## src/rtl/voter_pkg.sv

```systemverilog
`default_nettype none
// ============================================================================
// Module  : voter_pkg
// Purpose : Shared types and sizes for the majority-voter self-test block.
//           Holds the sequencer state enum, the pattern width, the error
//           counter width and its saturation value.
// Ports   : none (package)
// Revision: 1.0 - initial release
// ============================================================================
package voter_pkg;

  localparam int PAT_W = 3;
  localparam int ERR_W = 4;
  localparam logic [ERR_W-1:0] ERR_MAX = 4'd15;

  typedef enum logic [1:0] {
    IDLE  = 2'd0,
    DRIVE = 2'd1,
    DONE  = 2'd2
  } state_t;

endpackage
`default_nettype wire

```

## src/rtl/majority_ref.sv

```systemverilog
`default_nettype none
// ============================================================================
// Module  : majority_ref
// Purpose : Combinational golden model of a three-input majority voter.
//           Reusable by the self-test checker and by benches.
// Ports   : a, b, c  - voter inputs
//           expected - majority of a, b, c (ab | ac | bc)
// Revision: 1.0 - initial release
// ============================================================================
module majority_ref (
  input  logic a,
  input  logic b,
  input  logic c,
  output logic expected
);

  assign expected = (a & b) | (a & c) | (b & c);

endmodule
`default_nettype wire

```

## src/rtl/voter_bist.sv

```systemverilog
`default_nettype none
// ============================================================================
// Module  : voter_bist
// Purpose : Self-test driver and checker for a three-input majority voter.
//           On start it sweeps {A,B,C} through 000..111 for PASSES sweeps,
//           holding each pattern STEP_CYCLES cycles, samples F on the last
//           cycle of each hold and compares it with the golden majority.
// Params  : STEP_CYCLES (>=1) - cycles each pattern is held
//           PASSES      (>=1) - full 8-pattern sweeps per run
// Ports   : clk, rst_n (async, active low), start, F (voter output)
//           A, B, C, pattern  - driven voter inputs, pattern = {A,B,C}
//           busy              - high while patterns are being driven
//           done              - one-cycle pulse at end of run
//           pass              - sticky, set when a run ends error-free
//           err_cnt           - saturating mismatch count of current run
//           fail_valid, fail_pattern - first failing pattern of the run
// Config  : VOTER_BIST_FAIL_LOG_EN enables first-failure capture; without it
//           fail_valid/fail_pattern are tied to zero.
// Revision: 1.0 - initial release
// ============================================================================
module voter_bist
  import voter_pkg::*;
#(
  parameter int STEP_CYCLES = 4,
  parameter int PASSES      = 2
) (
  input  logic             clk,
  input  logic             rst_n,
  input  logic             start,
  input  logic             F,
  output logic             A,
  output logic             B,
  output logic             C,
  output logic [PAT_W-1:0] pattern,
  output logic             busy,
  output logic             done,
  output logic             pass,
  output logic [ERR_W-1:0] err_cnt,
  output logic             fail_valid,
  output logic [PAT_W-1:0] fail_pattern
);

  // Counters need at least one bit even when their range collapses to 0..0.
  localparam int STEP_W = (STEP_CYCLES > 1) ? $clog2(STEP_CYCLES) : 1;
  localparam int PASS_W = (PASSES > 1) ? $clog2(PASSES) : 1;

  localparam logic [STEP_W-1:0] c_step_last = STEP_W'(STEP_CYCLES - 1);
  localparam logic [PASS_W-1:0] c_pass_last = PASS_W'(PASSES - 1);
  localparam logic [PAT_W-1:0]  c_pat_last  = {PAT_W{1'b1}};

  state_t             r_state;
  state_t             w_state_next;
  logic [STEP_W-1:0]  r_step;
  logic [PASS_W-1:0]  r_pass_cnt;
  logic [PAT_W-1:0]   r_pattern;
  logic [ERR_W-1:0]   r_err_cnt;
  logic [ERR_W-1:0]   w_err_next;
  logic               r_pass;
  logic               w_launch;
  logic               w_sample;
  logic               w_last_pat;
  logic               w_expected;
  logic               w_mismatch;

  majority_ref u_ref (
    .a        (r_pattern[2]),
    .b        (r_pattern[1]),
    .c        (r_pattern[0]),
    .expected (w_expected)
  );

  // F is only trusted on the final cycle of a hold; earlier cycles are
  // settling time for the voter.
  assign w_sample   = (r_state == DRIVE) && (r_step == c_step_last);
  assign w_mismatch = (F != w_expected);
  assign w_last_pat = (r_pattern == c_pat_last) && (r_pass_cnt == c_pass_last);
  assign w_err_next = (w_mismatch && (r_err_cnt != ERR_MAX)) ?
                      r_err_cnt + ERR_W'(1) : r_err_cnt;

  always_ff @(posedge clk or negedge rst_n) begin
    if (!rst_n) begin
      r_state <= IDLE;
    end else begin
      r_state <= w_state_next;
    end
  end

  always_comb begin
    w_state_next = r_state;
    w_launch     = 1'b0;
    busy         = 1'b0;
    done         = 1'b0;
    case (r_state)
      IDLE: begin
        if (start) begin
          w_state_next = DRIVE;
          w_launch     = 1'b1;
        end
      end
      DRIVE: begin
        busy = 1'b1;
        if (w_sample && w_last_pat) begin
          w_state_next = DONE;
        end
      end
      DONE: begin
        done         = 1'b1;
        w_state_next = IDLE;
      end
      default: w_state_next = IDLE;
    endcase
  end

  always_ff @(posedge clk or negedge rst_n) begin
    if (!rst_n) begin
      r_step     <= '0;
      r_pass_cnt <= '0;
      r_pattern  <= '0;
      r_err_cnt  <= '0;
      r_pass     <= 1'b0;
    end else if (w_launch) begin
      r_step     <= '0;
      r_pass_cnt <= '0;
      r_pattern  <= '0;
      r_err_cnt  <= '0;
      r_pass     <= 1'b0;
    end else if (r_state == DRIVE) begin
      if (w_sample) begin
        r_step    <= '0;
        r_err_cnt <= w_err_next;
        if (r_pattern != c_pat_last) begin
          r_pattern <= r_pattern + PAT_W'(1);
        end else if (r_pass_cnt != c_pass_last) begin
          r_pattern  <= '0;
          r_pass_cnt <= r_pass_cnt + PASS_W'(1);
        end else begin
          // Final sample: the verdict must include this sample's result,
          // so it is taken from the next-count value, not the register.
          r_pattern <= '0;
          r_pass    <= (w_err_next == '0);
        end
      end else begin
        r_step <= r_step + STEP_W'(1);
      end
    end
  end

  assign pattern = r_pattern;
  assign A       = r_pattern[2];
  assign B       = r_pattern[1];
  assign C       = r_pattern[0];
  assign err_cnt = r_err_cnt;
  assign pass    = r_pass;

`ifdef VOTER_BIST_FAIL_LOG_EN
  logic             r_fail_valid;
  logic [PAT_W-1:0] r_fail_pattern;

  // Only the first failure of a run is kept; fail_valid blocks overwrite.
  always_ff @(posedge clk or negedge rst_n) begin
    if (!rst_n) begin
      r_fail_valid   <= 1'b0;
      r_fail_pattern <= '0;
    end else if (w_launch) begin
      r_fail_valid   <= 1'b0;
      r_fail_pattern <= '0;
    end else if (w_sample && w_mismatch && !r_fail_valid) begin
      r_fail_valid   <= 1'b1;
      r_fail_pattern <= r_pattern;
    end
  end

  assign fail_valid   = r_fail_valid;
  assign fail_pattern = r_fail_pattern;
`else
  assign fail_valid   = 1'b0;
  assign fail_pattern = '0;
`endif

endmodule
`default_nettype wire

```

## config.mk

```make
export PLATFORM = sky130hd
export DESIGN_NAME = voter_bist
export DESIGN_NICKNAME = d
export VERILOG_FILES = /design/src/rtl/voter_pkg.sv /design/src/rtl/majority_ref.sv /design/src/rtl/voter_bist.sv
export SDC_FILE = /design/constraint.sdc
export NUM_CORES = 1
export LEC_CHECK = 0
export ABC_AREA = 0
export CAP_MARGIN = 10
export CORE_MARGIN = 1.5
export CORE_UTILIZATION = 46
export CTS_BUF_LIST = sky130_fd_sc_hd__clkbuf_4 sky130_fd_sc_hd__clkbuf_8 sky130_fd_sc_hd__clkbuf_16
export CTS_CLUSTER_DIAMETER = 60
export DETAILED_ROUTE_END_ITERATION = 7
export GPL_TIMING_DRIVEN = 0
export PLACE_DENSITY = 0.8
export SYNTH_ARGS = -nofsm -noshare
export SYNTH_HDL_FRONTEND = slang
export SYNTH_SLANG_ARGS = --single-unit
```

## constraint.sdc

```tcl
create_clock -name clk -period 2.3 [get_ports clk]
set_input_delay 0.69 -clock clk [delete_from_list [all_inputs] [get_ports clk]]
set_output_delay 0.69 -clock clk [all_outputs]
set_load 0.02 [all_outputs]
```

=== Word-level counts from Yosys, hierarchy flattened ===
Cells that the tools add are included.
Widths: inputs -> output; s select.

* Register bits: 13
* Latch bits: 0
* Bits in writable memories: 0
* ROM bits: 0
* Bits of input ports: 4
* Output and inout bits: 17
* Logic and storage cells: 66
* Memories kept: 0

* Add/subtract/negate cells: 4
* $mul: 0
* Divide/modulo/power cells: 0
* Order comparisons: 0
* Eq/ne operators: 10
* Shift operators: 0
* Muxes and demuxes: 28
* Bitwise gates (word level): 5
* Reductions and logical operators: 13

{| class="wikitable"
|+ Operators by type and width
! kind !! count
|-
| $mux 4 || 4
|-
| $mux 1 || 14
|-
| $mux 3 || 4
|-
| $mux 2 || 5
|-
| $reduce_bool 2->1 || 3
|-
| $add 4x1->4 const B || 1
|-
| $eq 2x2->1 const B || 2
|-
| $logic_and 1x1->1 || 4
|-
| $logic_not 4->1 || 1
|-
| $ne 2x2->1 const B || 2
|-
| $ne 4x4->1 const B || 1
|-
| $pmux 2 s2 || 1
|-
| $reduce_and 2->1 || 2
|-
| $reduce_and 4->1 || 1
|-
| $add 3x1->3 const B || 1
|-
| $and 1x1->1 || 3
|-
| $eq 3x3->1 const B || 1
|-
| $ne 3x3->1 const B || 1
|-
| $reduce_and 3->1 || 1
|-
| $add 2x1->2 const B || 1
|-
| $eq 2x1->1 const B || 1
|-
| $logic_not 2->1 || 1
|-
| $ne 2x1->1 const B || 1
|-
| $or 1x1->1 || 2
|-
| other kinds (2) || 2
|}

=== Depth between registers and ports, before layout ===
* Word-level depth: 12
* Depth in mapped cells: 6
* Depth with buffers taken out: 6

=== By module ===
A second synthesis with hierarchy kept.

* Cell total of the unflattened synthesis: 82
* Area, all modules: 814.5 µm²

{| class="wikitable"
|+ By module, submodules not included
! module !! instances !! cells each !! area an instance (µm²) !! sequential area each (µm²)
|-
| voter_bist || 1 || 81 || 803.3 || 325.3
|-
| majority_ref || 1 || 1 || 11.3 || 0.0
|}

=== Worst setup path after synthesis ===
Ideal clock, no wire load.

* Path kind: reg-to-reg
* Start point: reg r_pattern[1], in the netlist pattern[1]
* End point: reg r_err_cnt[1], in the netlist err_cnt[1]
* Setup time: 0.120 ns
* Data arrival time: 1.713 ns
* Required time: 2.180 ns
* Slack: 0.468 ns
* Cell stages (with the launch flop): 7
* Buffers on the path: 0
* Period minus slack after synthesis: 1.832 ns
* Path through: dfrtp_1 ha_1 or3_4 a22oi_4 and2_4 nand2_2 a31o_1

* Longest elaborated chain between the ends: 9
* Elaborated cells on any way between the ends: 10
* Those cells by class: 1 x eq/ne; 4 x mux; 4 x bitwise; 1 x reduce/logical

{| class="wikitable"
|+ RTL lines
! item !! line !! text
|-
| start: declaration || voter_bist.sv:55 || <nowiki>logic [PAT_W-1:0] r_pattern;</nowiki>
|-
| start signal: assignment || voter_bist.sv:132 || <nowiki>r_pattern <= r_pattern + PAT_W'(1);</nowiki>
|-
| $and 1x1->1 || majority_ref.sv:17 || <nowiki>assign expected = (a & b) | (a & c) | (b & c);</nowiki>
|-
| $or 1x1->1 || majority_ref.sv:17 ||
|-
| $or 1x1->1 (*) || majority_ref.sv:17 ||
|-
| $ne 1x1->1 (*) || voter_bist.sv:75 || <nowiki>assign w_mismatch = (F != w_expected);</nowiki>
|-
| $logic_and 1x1->1 (*) || voter_bist.sv:77 || <nowiki>assign w_err_next = (w_mismatch && (r_err_cnt != ERR_MAX)) ?</nowiki>
|-
| $mux 4 (*) || voter_bist.sv:77 ||
|-
| $mux 4 (*) || voter_bist.sv:128 || <nowiki>if (w_sample) begin</nowiki>
|-
| $mux 4 (*) || voter_bist.sv:127 || <nowiki>end else if (r_state == DRIVE) begin</nowiki>
|-
| $mux 4 (*) || voter_bist.sv:121 || <nowiki>end else if (w_launch) begin</nowiki>
|-
| end signal: assignment || voter_bist.sv:130 || <nowiki>r_err_cnt <= w_err_next;</nowiki>
|-
| end: declaration || voter_bist.sv:56 || <nowiki>logic [ERR_W-1:0] r_err_cnt;</nowiki>
|}

Every way passes the cells marked *; elsewhere a longest branch is shown, timed or not. The select of a mux whose other input is x is not followed.
A chain may end at the register's enable or synchronous reset.

=== Worst setup path in the final report ===
* Start point: reg r_pattern[0], in the netlist pattern[0]
* End point: out pattern[0]

{| class="wikitable"
|+ RTL lines
! item !! line !! text
|-
| end: declaration || voter_bist.sv:34 || <nowiki>output logic [PAT_W-1:0] pattern,</nowiki>
|}

No word-level cell between the ends.

==> flow_summary.yaml <==
outcome:
  outcome: "finished clean"
placed_design:
  dp_worst_setup_slack_ns: 0.137
  gp_congestion: 0.752
  portBuffers: 16
  place_inst: 117
  hpwl_um: 1030
  dpl_cell_area_um2: 983
timing:
  fmax_mhz: 463
  finalWorstSetupSlack_ns: 0.142
  hold_violations: 0
  slew_viol_final: 0
  rsz0062_at_grt: "false"
  fin_skew_ns: 0.00191
  tightest_slew_ns: 0.590
  fin_crit_sh_pct: 93.8
  fin_setup_tns_ns: 0
  timing.hold.ws_ns: 0.504
  min_period_ns: 2.16
  slew_headroom_pct: 60.6
  setup_violations: 0
power_and_ir_drop:
  vdd_drop_max_mv: 0.578
  power_mw: 1.13
  powerDensity_mw_per_mm2: 1120
  leakagePower_nw: 0.474
logic_synthesis:
  synth_xor_area_share_pct: 0
  synth_compound_area_share_pct: 14.8
  synth_flop_cell: "dfrtp_1"
  yosysTopAreaCell: "dfrtp_1"
  yosysSeqAreaShare_pct: 41.1
  synth-edff-count: 0
  synth_top_family_by_area: "simple AND/OR/NAND/NOR gates"
  yosysUniqueCellTypes: 31
  synthTopCellsByArea: "dfrtp_1, buf_4, ha_1"
  netlist.area_leader.share_pct: 41.1
  yosys.area_share.simple_pct: 25.4
  synth-seq-cells: 13
  synth_mux_area_share_pct: 3.79
  yosysWarnings: 0
  netlist_area_um2: 792
  synth_adder_area_share_pct: 6.32
  syn_area_per_cell_um2: 9.66
  synth_cells: 82
  postSynth.asyncResetShare_pct: 100
detailed_routing:
  wl_per_cell_um: 11.4
  drt_first_pass_iters: 6
  detail-route-antenna-nets: 0
  drtIter0Drc: 13
  route.detailed.vias_per_inst: 5.24
  drc_errors: 0
  num_vias: 634
  drt_wl_total_um: 1380
cts:
  cts_max_path_buffers: 2
  cts.sinks: 13
  ctsHtreeMaxLevel: 1
  insertion_delay_ns: 0.28
  cts_root_buffer: "clkbuf_4"
  clk_pin_slew_ns: 0.08
  postCtsHoldBufs: 0
  post_cts_buffers: 0
  cts_tree: "done"
  cts_buffers: 3
  cts_resized: 1
die:
  rows: 14
  dieArea_mm2: 0.00198
  die_h_um: 44.5
  io_pins: 21
  core_mm2: 0.00156
  die_x_um: 44.5
  start_util_pct: 50.8
worst_setup_path:
  path_max_fanout: 7
  crit_family: "buffers and inverters"
  crit_slowest_cell: "clkdlybuf4s50_1"
  crit_path_max_incr_delay_ns: 0.59
  end_kind: "primary output"
  crit_required_ns: 1.61
  timing.critical_path.cells: "buf_4 > clkdlybuf4s50_1"
  cp_num_buf_inv: 2
  worstSetupStartpointType: "flop"
  crit_type: "flop to primary output"
  crit_arrival_ns: 1.47
finish:
  seqCellArea_um2: 325
  design_area_mm2: 0.00101
  diodes: 0
  nets: 114
  fill_cells: 134
  fin_cells: 121
  finish.utilization_pct: 64.9
  drive_above_1_share_pct: 19.0
  syn_to_final_growth_pct: 27.8
  multi_input_area_um2: 414
min_path:
  hp-class: "flop to flop"
global_route:
  track_usage_pct: 18.0
  grt_pass1_vias: 611
  antenna_found_initial: 0
  gr-total-overflow: 0
  grt_max_degree: 14
  grt_pass1_wl_um: 2550
flow_run:
  cap_violations: 0
## cell families (layout without fill, tap and decap cells)
logic type,count (synthesis),in the layout
simple gates,36,36
compound gates,15,15
flops,13,13
buf+inv,10,30
fa+ha+maj,4,4
mux,3,3
other cells,1,4
## layout by cell type (no fill, tap or decap), types with 2 or more instances in the layout
cell type and count:
clkdlybuf4s50_1 15, dfrtp_1 13, nand2_1 12, buf_4 7, a21oi_1 6, nor2_1 5, ha_1 4, conb_1 4
clkbuf_4 4, nand3_1 3, and3_1 3, mux2i_1 3, inv_1 2, nor2b_1 2, and2_1 2, o21ai_1 2
## tightest hold or removal path: cells and delay by family, from the launching register on
kind,cells,cell delay (ns)
simple gates,1,0.07
flops,1,0.35
compound gates,1,0.04
## layer usage
metal | wire [um] | up-vias | global-route usage [%] | part of all wire, %
li1 | - | 323 | - | -
met1 | 638 | 284 | 22.2 | 46
met2 | 624 | 22 | 28.7 | 45
met3 | 87 | 5 | 3.67 | 6.3
met4 | 29 | 0 | 10.9 | 2.1
met5 | 0 | - | 0 | 0
## worst paths after layout
path | to | slack, ns | startpoint | depth (start not counted)
max in group asynchronous | pattern[0] | 1.14 | rst_n | 1
hold / removal | r_pass_cnt | 0.50 | r_pass_cnt | 2
hold reg to reg | r_pass_cnt | 0.50 | r_pass_cnt | 2
setup reg to reg | pass | 0.45 | pattern[0] | 6
min in group asynchronous | r_state[1] | 0.78 | rst_n | 1
setup / recovery | pattern[0] | 0.14 | pattern[0] | 2
## cell type report
class                   count  share of cell area (%)
clock buffers               4                    2.97
multi-input cells          62                    40.9
plain buffers               8                    5.56
flip-flops and latches     13                    32.1
inverters                   2                   0.742
repair buffers             16                    15.7
well taps                  16                    1.98
## Yosys cell counts (2+ instances only)
| cell | count |
|---|---|
| nor2b_1 | 2 |
| o21ai_1 | 2 |
| nand3_1 | 3 |
| dfrtp_1 | 13 |
| and3_1 | 3 |
| mux2i_1 | 3 |
| a21oi_1 | 6 |
| inv_1 | 2 |
| nand2_1 | 12 |
| buf_4 | 7 |
| ha_1 | 4 |
| and2_1 | 2 |
| nor2_1 | 5 |
## state kept, by name, summed over array words and instances, names as in the netlist
signal and count:
err_cnt 4, r_state 2, r_step 2, r_pass_cnt 1, pass 1, pattern 3
## where the power goes
part | internal, mW | switching [mW]
logic | 0.301 | 0.285
registers | 0.300 | 0.0930
clock network | 0.0791 | 0.0754
Note: power is estimated with default switching activity, not from simulation.
